--- src/rtl/dense_update_ctrl_if.sv ---
// dense_update_ctrl_if -- request/response bundle for the dense weight updater.
//   start      : request one update pass (master -> slave)
//   weight_in  : packed current weights, element i at [i*data_size +: data_size]
//   diff_in    : packed gradient vector, same packing
//   weight_out : packed updated weights (slave -> master)
//   busy       : pass in progress (capture / update)
//   done       : one-cycle pulse when weight_out has just been committed
interface dense_update_ctrl_if #(
  parameter int size      = 3,
  parameter int data_size = 16
);
  logic                      start;
  logic [size*data_size-1:0] weight_in;
  logic [size*data_size-1:0] diff_in;
  logic [size*data_size-1:0] weight_out;
  logic                      busy;
  logic                      done;

  modport master (output start, weight_in, diff_in, input weight_out, busy, done);
  modport slave  (input start, weight_in, diff_in, output weight_out, busy, done);
endinterface

--- src/rtl/dense_update_ctrl.sv ---
// dense_update_ctrl -- SGD-style weight update, one element per cycle:
//   w[i] = sat(w[i] - (d[i] >>> lr_shift))
// Ports:
//   clk   : clock, all state on posedge
//   reset : asynchronous active-high reset
//   bus   : dense_update_ctrl_if slave (start/weight_in/diff_in in,
//           weight_out/busy/done out)
// Flow: IDLE -start-> CAPTURE (inputs latched on entry) -> UPDATE x size
//       -> DONE (weight_out committed on entry, done pulses) -> IDLE.
module dense_update_ctrl #(
  parameter int size      = 3,
  parameter int data_size = 16,
  parameter int lr_shift  = 2
) (
  input logic             clk,
  input logic             reset,
  dense_update_ctrl_if.slave bus
);
  localparam int IW = (size > 1) ? $clog2(size) : 1;
  localparam logic signed [data_size-1:0] S_MAX = {1'b0, {(data_size-1){1'b1}}};
  localparam logic signed [data_size-1:0] S_MIN = {1'b1, {(data_size-1){1'b0}}};

  typedef enum logic [1:0] {IDLE, CAPTURE, UPDATE, DONE} state_t;
  typedef logic [size-1:0][data_size-1:0] vec_t;

  state_t        state_q, state_d;
  logic [IW-1:0] idx_q, idx_d;
  vec_t          w_buf_q, w_buf_d;
  vec_t          d_buf_q, d_buf_d;
  vec_t          wout_q, wout_d;

  logic signed [data_size-1:0] w_cur, d_shf, w_new;
  logic signed [data_size:0]   sub;

  // Element datapath for the current index. One guard bit on the subtract;
  // disagreement between the top two bits means the true result left range.
  always_comb begin
    w_cur = w_buf_q[idx_q];
    d_shf = $signed(d_buf_q[idx_q]) >>> lr_shift;
    sub   = {w_cur[data_size-1], w_cur} - {d_shf[data_size-1], d_shf};
    if (sub[data_size] != sub[data_size-1])
      w_new = sub[data_size] ? S_MIN : S_MAX;
    else
      w_new = sub[data_size-1:0];
  end

  always_comb begin
    state_d = state_q;
    idx_d   = idx_q;
    w_buf_d = w_buf_q;
    d_buf_d = d_buf_q;
    wout_d  = wout_q;
    case (state_q)
      IDLE: begin
        if (bus.start) begin
          state_d = CAPTURE;
          w_buf_d = bus.weight_in;
          d_buf_d = bus.diff_in;
          idx_d   = '0;
        end
      end
      CAPTURE: state_d = UPDATE;
      UPDATE: begin
        w_buf_d[idx_q] = w_new;
        if (idx_q == IW'(size - 1)) begin
          state_d = DONE;
          idx_d   = '0;
          // Commit includes the element written this same cycle.
          wout_d  = w_buf_d;
        end else begin
          idx_d = idx_q + 1'b1;
        end
      end
      DONE:    state_d = IDLE;
      default: state_d = IDLE;
    endcase
  end

  always_ff @(posedge clk or posedge reset) begin
    if (reset) begin
      state_q <= IDLE;
      idx_q   <= '0;
      w_buf_q <= '0;
      d_buf_q <= '0;
      wout_q  <= '0;
    end else begin
      state_q <= state_d;
      idx_q   <= idx_d;
      w_buf_q <= w_buf_d;
      d_buf_q <= d_buf_d;
      wout_q  <= wout_d;
    end
  end

  assign bus.weight_out = wout_q;
  assign bus.busy       = (state_q == CAPTURE) || (state_q == UPDATE);
  assign bus.done       = (state_q == DONE);
endmodule
--- src/flat_wrapper.sv ---
// flat-port wrapper written by rule: the top's interface ports become plain ports
module dense_update_ctrl_flat 
#(
  parameter int size      = 3,
  parameter int data_size = 16,
  parameter int lr_shift  = 2
)
  (clk, reset, bus_start, bus_weight_in, bus_diff_in, bus_weight_out, bus_busy, bus_done);
  dense_update_ctrl_if #(.size(size), .data_size(data_size)) bus_i ();
  input logic clk;
  input logic reset;
  input wire logic [$bits(bus_i.start)-1:0] bus_start;
  input wire logic [$bits(bus_i.weight_in)-1:0] bus_weight_in;
  input wire logic [$bits(bus_i.diff_in)-1:0] bus_diff_in;
  output wire logic [$bits(bus_i.weight_out)-1:0] bus_weight_out;
  output wire logic [$bits(bus_i.busy)-1:0] bus_busy;
  output wire logic [$bits(bus_i.done)-1:0] bus_done;
  assign bus_i.start = bus_start;
  assign bus_i.weight_in = bus_weight_in;
  assign bus_i.diff_in = bus_diff_in;
  assign bus_weight_out = bus_i.weight_out;
  assign bus_busy = bus_i.busy;
  assign bus_done = bus_i.done;
  dense_update_ctrl #(.size(size), .data_size(data_size), .lr_shift(lr_shift)) u_core (.clk(clk), .reset(reset), .bus(bus_i));
endmodule
--- config.mk ---
export PLATFORM = sky130hd
export DESIGN_NAME = dense_update_ctrl_flat
export DESIGN_NICKNAME = d
export VERILOG_FILES = /design/src/rtl/dense_update_ctrl_if.sv /design/src/rtl/dense_update_ctrl.sv /design/src/flat_wrapper.sv
export SDC_FILE = /design/constraint.sdc
export NUM_CORES = 1
export LEC_CHECK = 0
export BUFFER_PORTS_ARGS = -buffer_cell sky130_fd_sc_hd__buf_2
export CAP_MARGIN = 20
export CORE_ASPECT_RATIO = 1.2
export CORE_MARGIN = 2
export CORE_UTILIZATION = 30
export DETAILED_ROUTE_END_ITERATION = 10
export SLEW_MARGIN = 20
export SYNTH_ARGS = -nofsm -noshare
export SYNTH_HDL_FRONTEND = slang
export SYNTH_SLANG_ARGS = --single-unit
--- constraint.sdc ---
create_clock -name clk -period 6.2 [get_ports clk]
set_input_delay 1.24 -clock clk [delete_from_list [all_inputs] [get_ports clk]]
set_output_delay 1.24 -clock clk [all_outputs]
set_load 0.02 [all_outputs]
## Word-level counts from Yosys, hierarchy flattened

Index checks and enable logic that the tools add are counted.

| word-level totals | value |
|---|---|
| flip-flop bits (word level) | 148 |
| input bits | 99 |
| output and inout bits | 50 |
| logic and storage cells | 47 |

| operators by class | value |
|---|---|
| add/subtract/negate cells | 2 |
| $lt $le $gt $ge | 2 |
| equality and inequality tests | 7 |
| mux-type cells | 17 |
| reduce and logical (&&, ||, !) cells | 8 |

Operators with widths:

| kind | number |
|---|---|
| $pmux 48 s2 | 1 |
| $mux 16 | 5 |
| $bmux 16 s2 | 2 |
| $bwmux 48 | 1 |
| $mux 48 | 1 |
| $demux 16 s2 | 1 |
| $sub 16x14->17 | 1 |
| $mux 2 | 4 |
| $pmux 2 s4 | 1 |
| $reduce_and 2->1 | 4 |
| $eq 2x2->1 const B | 3 |
| $pmux 2 s2 | 1 |
| $lt 2x3->1 const B | 1 |
| $add 2x1->2 const B | 1 |
| $eq 2x1->1 const B | 1 |
| $ge 2x1->1 const B | 1 |
| $logic_not 2->1 | 1 |
| $ne 2x1->1 const B | 1 |
| $ne 2x2->1 const B | 1 |
| $reduce_bool 2->1 | 1 |
| $logic_and 1x1->1 | 1 |
| $logic_or 1x1->1 | 1 |
| $ne 1x1->1 | 1 |

## Longest topological paths before layout

| logic depth | value |
|---|---|
| depth in word-level cells | 7 |
| depth in mapped cells | 18 |
| mapped depth without buffers | 13 |

## Worst setup path before layout

Ideal clock, no wire load.

| timing path | value |
|---|---|
| path type | reg-to-reg |
| start point | register u_core.idx_q[1] |
| end point | register u_core.w_buf_q[10] (netlist bit) |
| setup time | 0.079 ns |
| data arrival time | 3.387 ns |
| required time | 6.121 ns |
| setup slack | 2.735 ns |
| cell stages (with the launch flop) | 16 |
| path buffers | 4 |
| period minus slack after synthesis | 3.465 ns |
| path through | dfrtp_1 -> clkbuf_1 -> buf_1 -> mux2i_1 -> nor2_1 -> a21oi_1 -> ha_1 -> buf_2 -> and3_1 -> and3b_1 -> o211a_1 -> a211oi_1 -> o211ai_2 -> buf_4 -> maj3_2 -> o21ai_1 |

| between the ends | value |
|---|---|
| word-level cells in the longest chain between the ends | 7 |
| elaborated cells on any way between the ends | 15 |
| those cells by class | add/sub (1); order compare (2); eq/ne (1); mux (10); reduce/logical (1) |

Ends and longest elaborated chain:

| what | RTL line | source |
|---|---|---|
| from (decl) | dense_update_ctrl.sv:27 | `logic [IW-1:0] idx_q, idx_d;` |
| from (signal assigned) | dense_update_ctrl.sv:88 | `idx_q <= idx_d;` |
| $bmux 16 s2 (on tied branches) | dense_update_ctrl.sv:38, dense_update_ctrl.sv:39 |  |
| $mux 16 (on tied branches) | dense_update_ctrl.sv:38, dense_update_ctrl.sv:39 |  |
| $sub 16x14->17 | dense_update_ctrl.sv:40 | `sub = {w_cur[data_size-1], w_cur} - {d_shf[data_size-1], d_shf};` |
| $mux 16 / $ne 1x1->1 (equally long branches) | dense_update_ctrl.sv:42, dense_update_ctrl.sv:41 |  |
| $mux 16 | dense_update_ctrl.sv:41 | `if (sub[data_size] != sub[data_size-1])` |
| $bwmux 48 (*) | dense_update_ctrl.sv:64 | `w_buf_d[idx_q] = w_new;` |
| $pmux 48 s2 (*) | dense_update_ctrl.sv:53 | `case (state_q)` |
| to (signal assigned) | dense_update_ctrl.sv:89 | `w_buf_q <= w_buf_d;` |
| to (decl) | dense_update_ctrl.sv:28 | `vec_t w_buf_q, w_buf_d;` |

Mark *: on every way between the ends. The rest lies on a longest branch, timed or not. The select of a mux whose other input is x is not followed.
A chain may end at the register's enable or synchronous reset.

## Final worst setup path

| timing path | value |
|---|---|
| start point | register u_core.idx_q[1] |
| end point | register u_core.w_buf_q[13] (netlist bit) |

The elaborated chain is that of the path after synthesis.

==> flow_summary.toml <==
[status]
status = "complete, no violations"

[timing]
rsz0062_at_grt = "false"
relSlewSlack = 0.3856
fin_ws_ps = 1805
clock_skew_ps = 10.49
fin_crit_sh = 0.7088
fmax_ghz = 0.2276
setup_tns_ps = 0
setup_viol = 0
hold_viol = 0
finalCriticalPeriod_ps = 4395
worst_slew_pin_slew_ps = 921.6
finalMaxSlewViolations = 0

[placed_design]
gp_congestion = 0.8170
placed_area_um2 = 8056
dpl.hpwl_um = 13460
pre_cts_ws_ps = 1730
dp.cells = 1060
port_buffers = 142

[clocking]
clk_latency_ps = 420
clock_path_buffers = 2
numCtsBuffers = 17
clk_pin_slew_ps = 60
cts_setup_buffers = 0
holdBufCountCts = 0
htreeDepth = 4
cts_tree = "done"
ctsRootBufferMaster = "clkbuf_16"
clock-sinks = 142
postCtsResizedCells = 0

[worst_setup_path]
cp.required_ps = 6450
critical_path_arrival_ps = 4650
path_class = "reg -> reg"
cp_max_fo = 22
start_kind = "register"
worstSetupEndpointType = "register"

[final_layout]
syn_to_final_growth_pct = 22.21
drive_above_1_share = 0.3634
fin_cells = 1092
fin_nets = 883
final_area_um2 = 8633
nFillCells = 2337

[route]
via_per_inst = 4.953
first_pass_iters = 5
num_vias = 5409
antenna_left = 0
wl_per_cell_um = 17.68
drc = 0
wl_um = 19300
drt_iter0_markers = 229

[synthesis]
synth_cell_types = 58
ys_seq_area_frac = 0.5030
synth_compound_gate_area_share = 0.1693
synth-seq-cells = 142
synth-async-reset-ratio = 1.000
ys_warn_count = 0
yosys-mux-area-fraction = 0.1619
synthCells = 639
syn_nets = 758
synth_fa_ha_area_frac = 0.06040
synthesis.area_um2 = 7064
synthFlopType = "dfrtp_1"
synth_top_family_by_area = "compound AO/OA/AOI/OAI gates"
synth_xor_area_frac = 0.01116
yosys.area_share.simple = 0.05969
synth_area_per_cell_um2 = 11.06
synth_edf_count = 0

[floorplan]
die_y_um = 172.1
std_cell_rows = 61
initial_core_util = 0.3055
dieArea_um2 = 24800
die_x_um = 144.1
io_pins = 149
coreArea_um2 = 23130

[grt]
antenna_found_initial = 2
grt_pass1_vias = 5339
track_usage = 0.1586
grt_max_degree = 100
grt-ovfl-total = 0
grt_pass1_wl_um = 29800

[min_path]
hold_class = "reg -> reg"

[flow_run]
maxCapViolCount = 0
layout by cell type (no fill, tap or decap), drive strengths merged, types with 2 or more instances in the layout:
cell type and instances:
o22ai 18, maj3 15, dfrtp 142, buf 149
xor2 5, nand2b 2, a22oi 30, a211oi 4
nand3 5, clkbuf 18, mux2i 31, o21a 2
xnor2 4, mux2 74, nor2 23, nor3 3
o211ai 2, o21ai 69, nor2b 3, clkinvlp 4
a21o 7, clkinv 5, inv 18, a31oi 4
bufinv 2, nand2 45, ha 19, a21oi 45
and3 3
per-layer routing:
metal  up-vias  part of all wire  track usage  wire (um)
li1       2593                 -            -          -
met1      2644              0.45       0.2073       8709
met2       149              0.47       0.2580       9092
met3        21             0.059      0.04154       1142
met4         2             0.018      0.04817        349
met5         -           0.00057            0         11
through the flow:
stage | hold WS, ps | util
global route | 509.6 | 0.3732
CTS | 486.5 | 0.3730
floorplan | 466.8 | -
finish | 477.4 | 0.3733
global placement | 459.2 | 0.3484
detailed placement | 471.5 | 0.3484
state kept, by name, indices dropped and copies added (netlist names):
name                   cells
u_core.d_buf_q            42
u_core.w_buf_q            48
u_core.bus.weight_out     48
u_core.state_q             2
u_core.idx_q               2
path summary, 6_finish.rpt:
check / startpoint / cells past startpoint / end / slack [ps]
worst max-delay path: u_core.idx_q[1] / 12 / u_core.w_buf_q[13] / 1810
worst min register to register: u_core.bus.weight_out[40] / 2 / u_core.bus.weight_out[40] / 480
min in group asynchronous: reset / 2 / u_core.d_buf_q[38] / 1030
max in group asynchronous: reset / 3 / u_core.idx_q[1] / 4000
worst max register to register: u_core.idx_q[1] / 12 / u_core.w_buf_q[13] / 1810
worst min-delay path: u_core.bus.weight_out[40] / 2 / u_core.bus.weight_out[40] / 480
area by class of cell:
class                      instances  area (um2)  area share
inverter                          16       65.06    0.007536
timing repair buffer             149       763.2     0.08841
multi-input combinational        438        3284      0.3804
sequential                       142        3555      0.4117
clock inverter                    13       140.1     0.01623
antenna                            1       2.502   0.0002899
clock buffer                      18       429.2     0.04971
tap                              315       394.1     0.04565
cell usage after synthesis, types with 2 or more instances:
library cell  count  area share
maj3_2           15       0.024
nor3_1            3      0.0021
o21a_1            2      0.0021
buf_2             3      0.0021
buf_6             2      0.0032
nor2b_1           3      0.0027
o21ai_1          36       0.026
dfrtp_1         142        0.50
buf_1             2      0.0011
nand2_1          45       0.024
nand3_1           5      0.0035
clkbuf_1         35       0.019
nand2b_1          2      0.0018
inv_1            16      0.0085
nor2_1           23       0.012
a211oi_1          3      0.0032
a21o_1            7      0.0074
xnor2_1           4      0.0050
and3_1            3      0.0027
ha_1             19       0.034
mux2_2           74        0.12
a22oi_1          30       0.032
o22ai_1          18       0.016
mux2i_1          31       0.044
xor2_1            5      0.0062
o21ai_0          33       0.023
a31oi_1           4      0.0035
a21oi_1          44       0.031
worst max-delay path: stages (launching register included):
cell and delay [ps]:
dfrtp_2 820, mux2i_1 160, o21ai_0 390, ha_1 250, inv_1 50, fa_1 400, a21o_1 200, a221oi_2 440
o31ai_2 180, nand2_1 90, a22o_1 720, maj3_2 410, o21ai_0 110
cell families (layout without fill, tap and decap cells):
kind of cell | count (synthesis) | in the layout
fa+ha+maj | 35 | 35
other cells | 0 | 1
mux | 105 | 105
flops | 142 | 142
xor+xnor | 9 | 9
compound gates | 195 | 195
simple gates | 94 | 94
buf+inv | 59 | 196
Power is not shown: default switching activity piles up to over one toggle a cycle in this logic, so the estimate is an artifact.
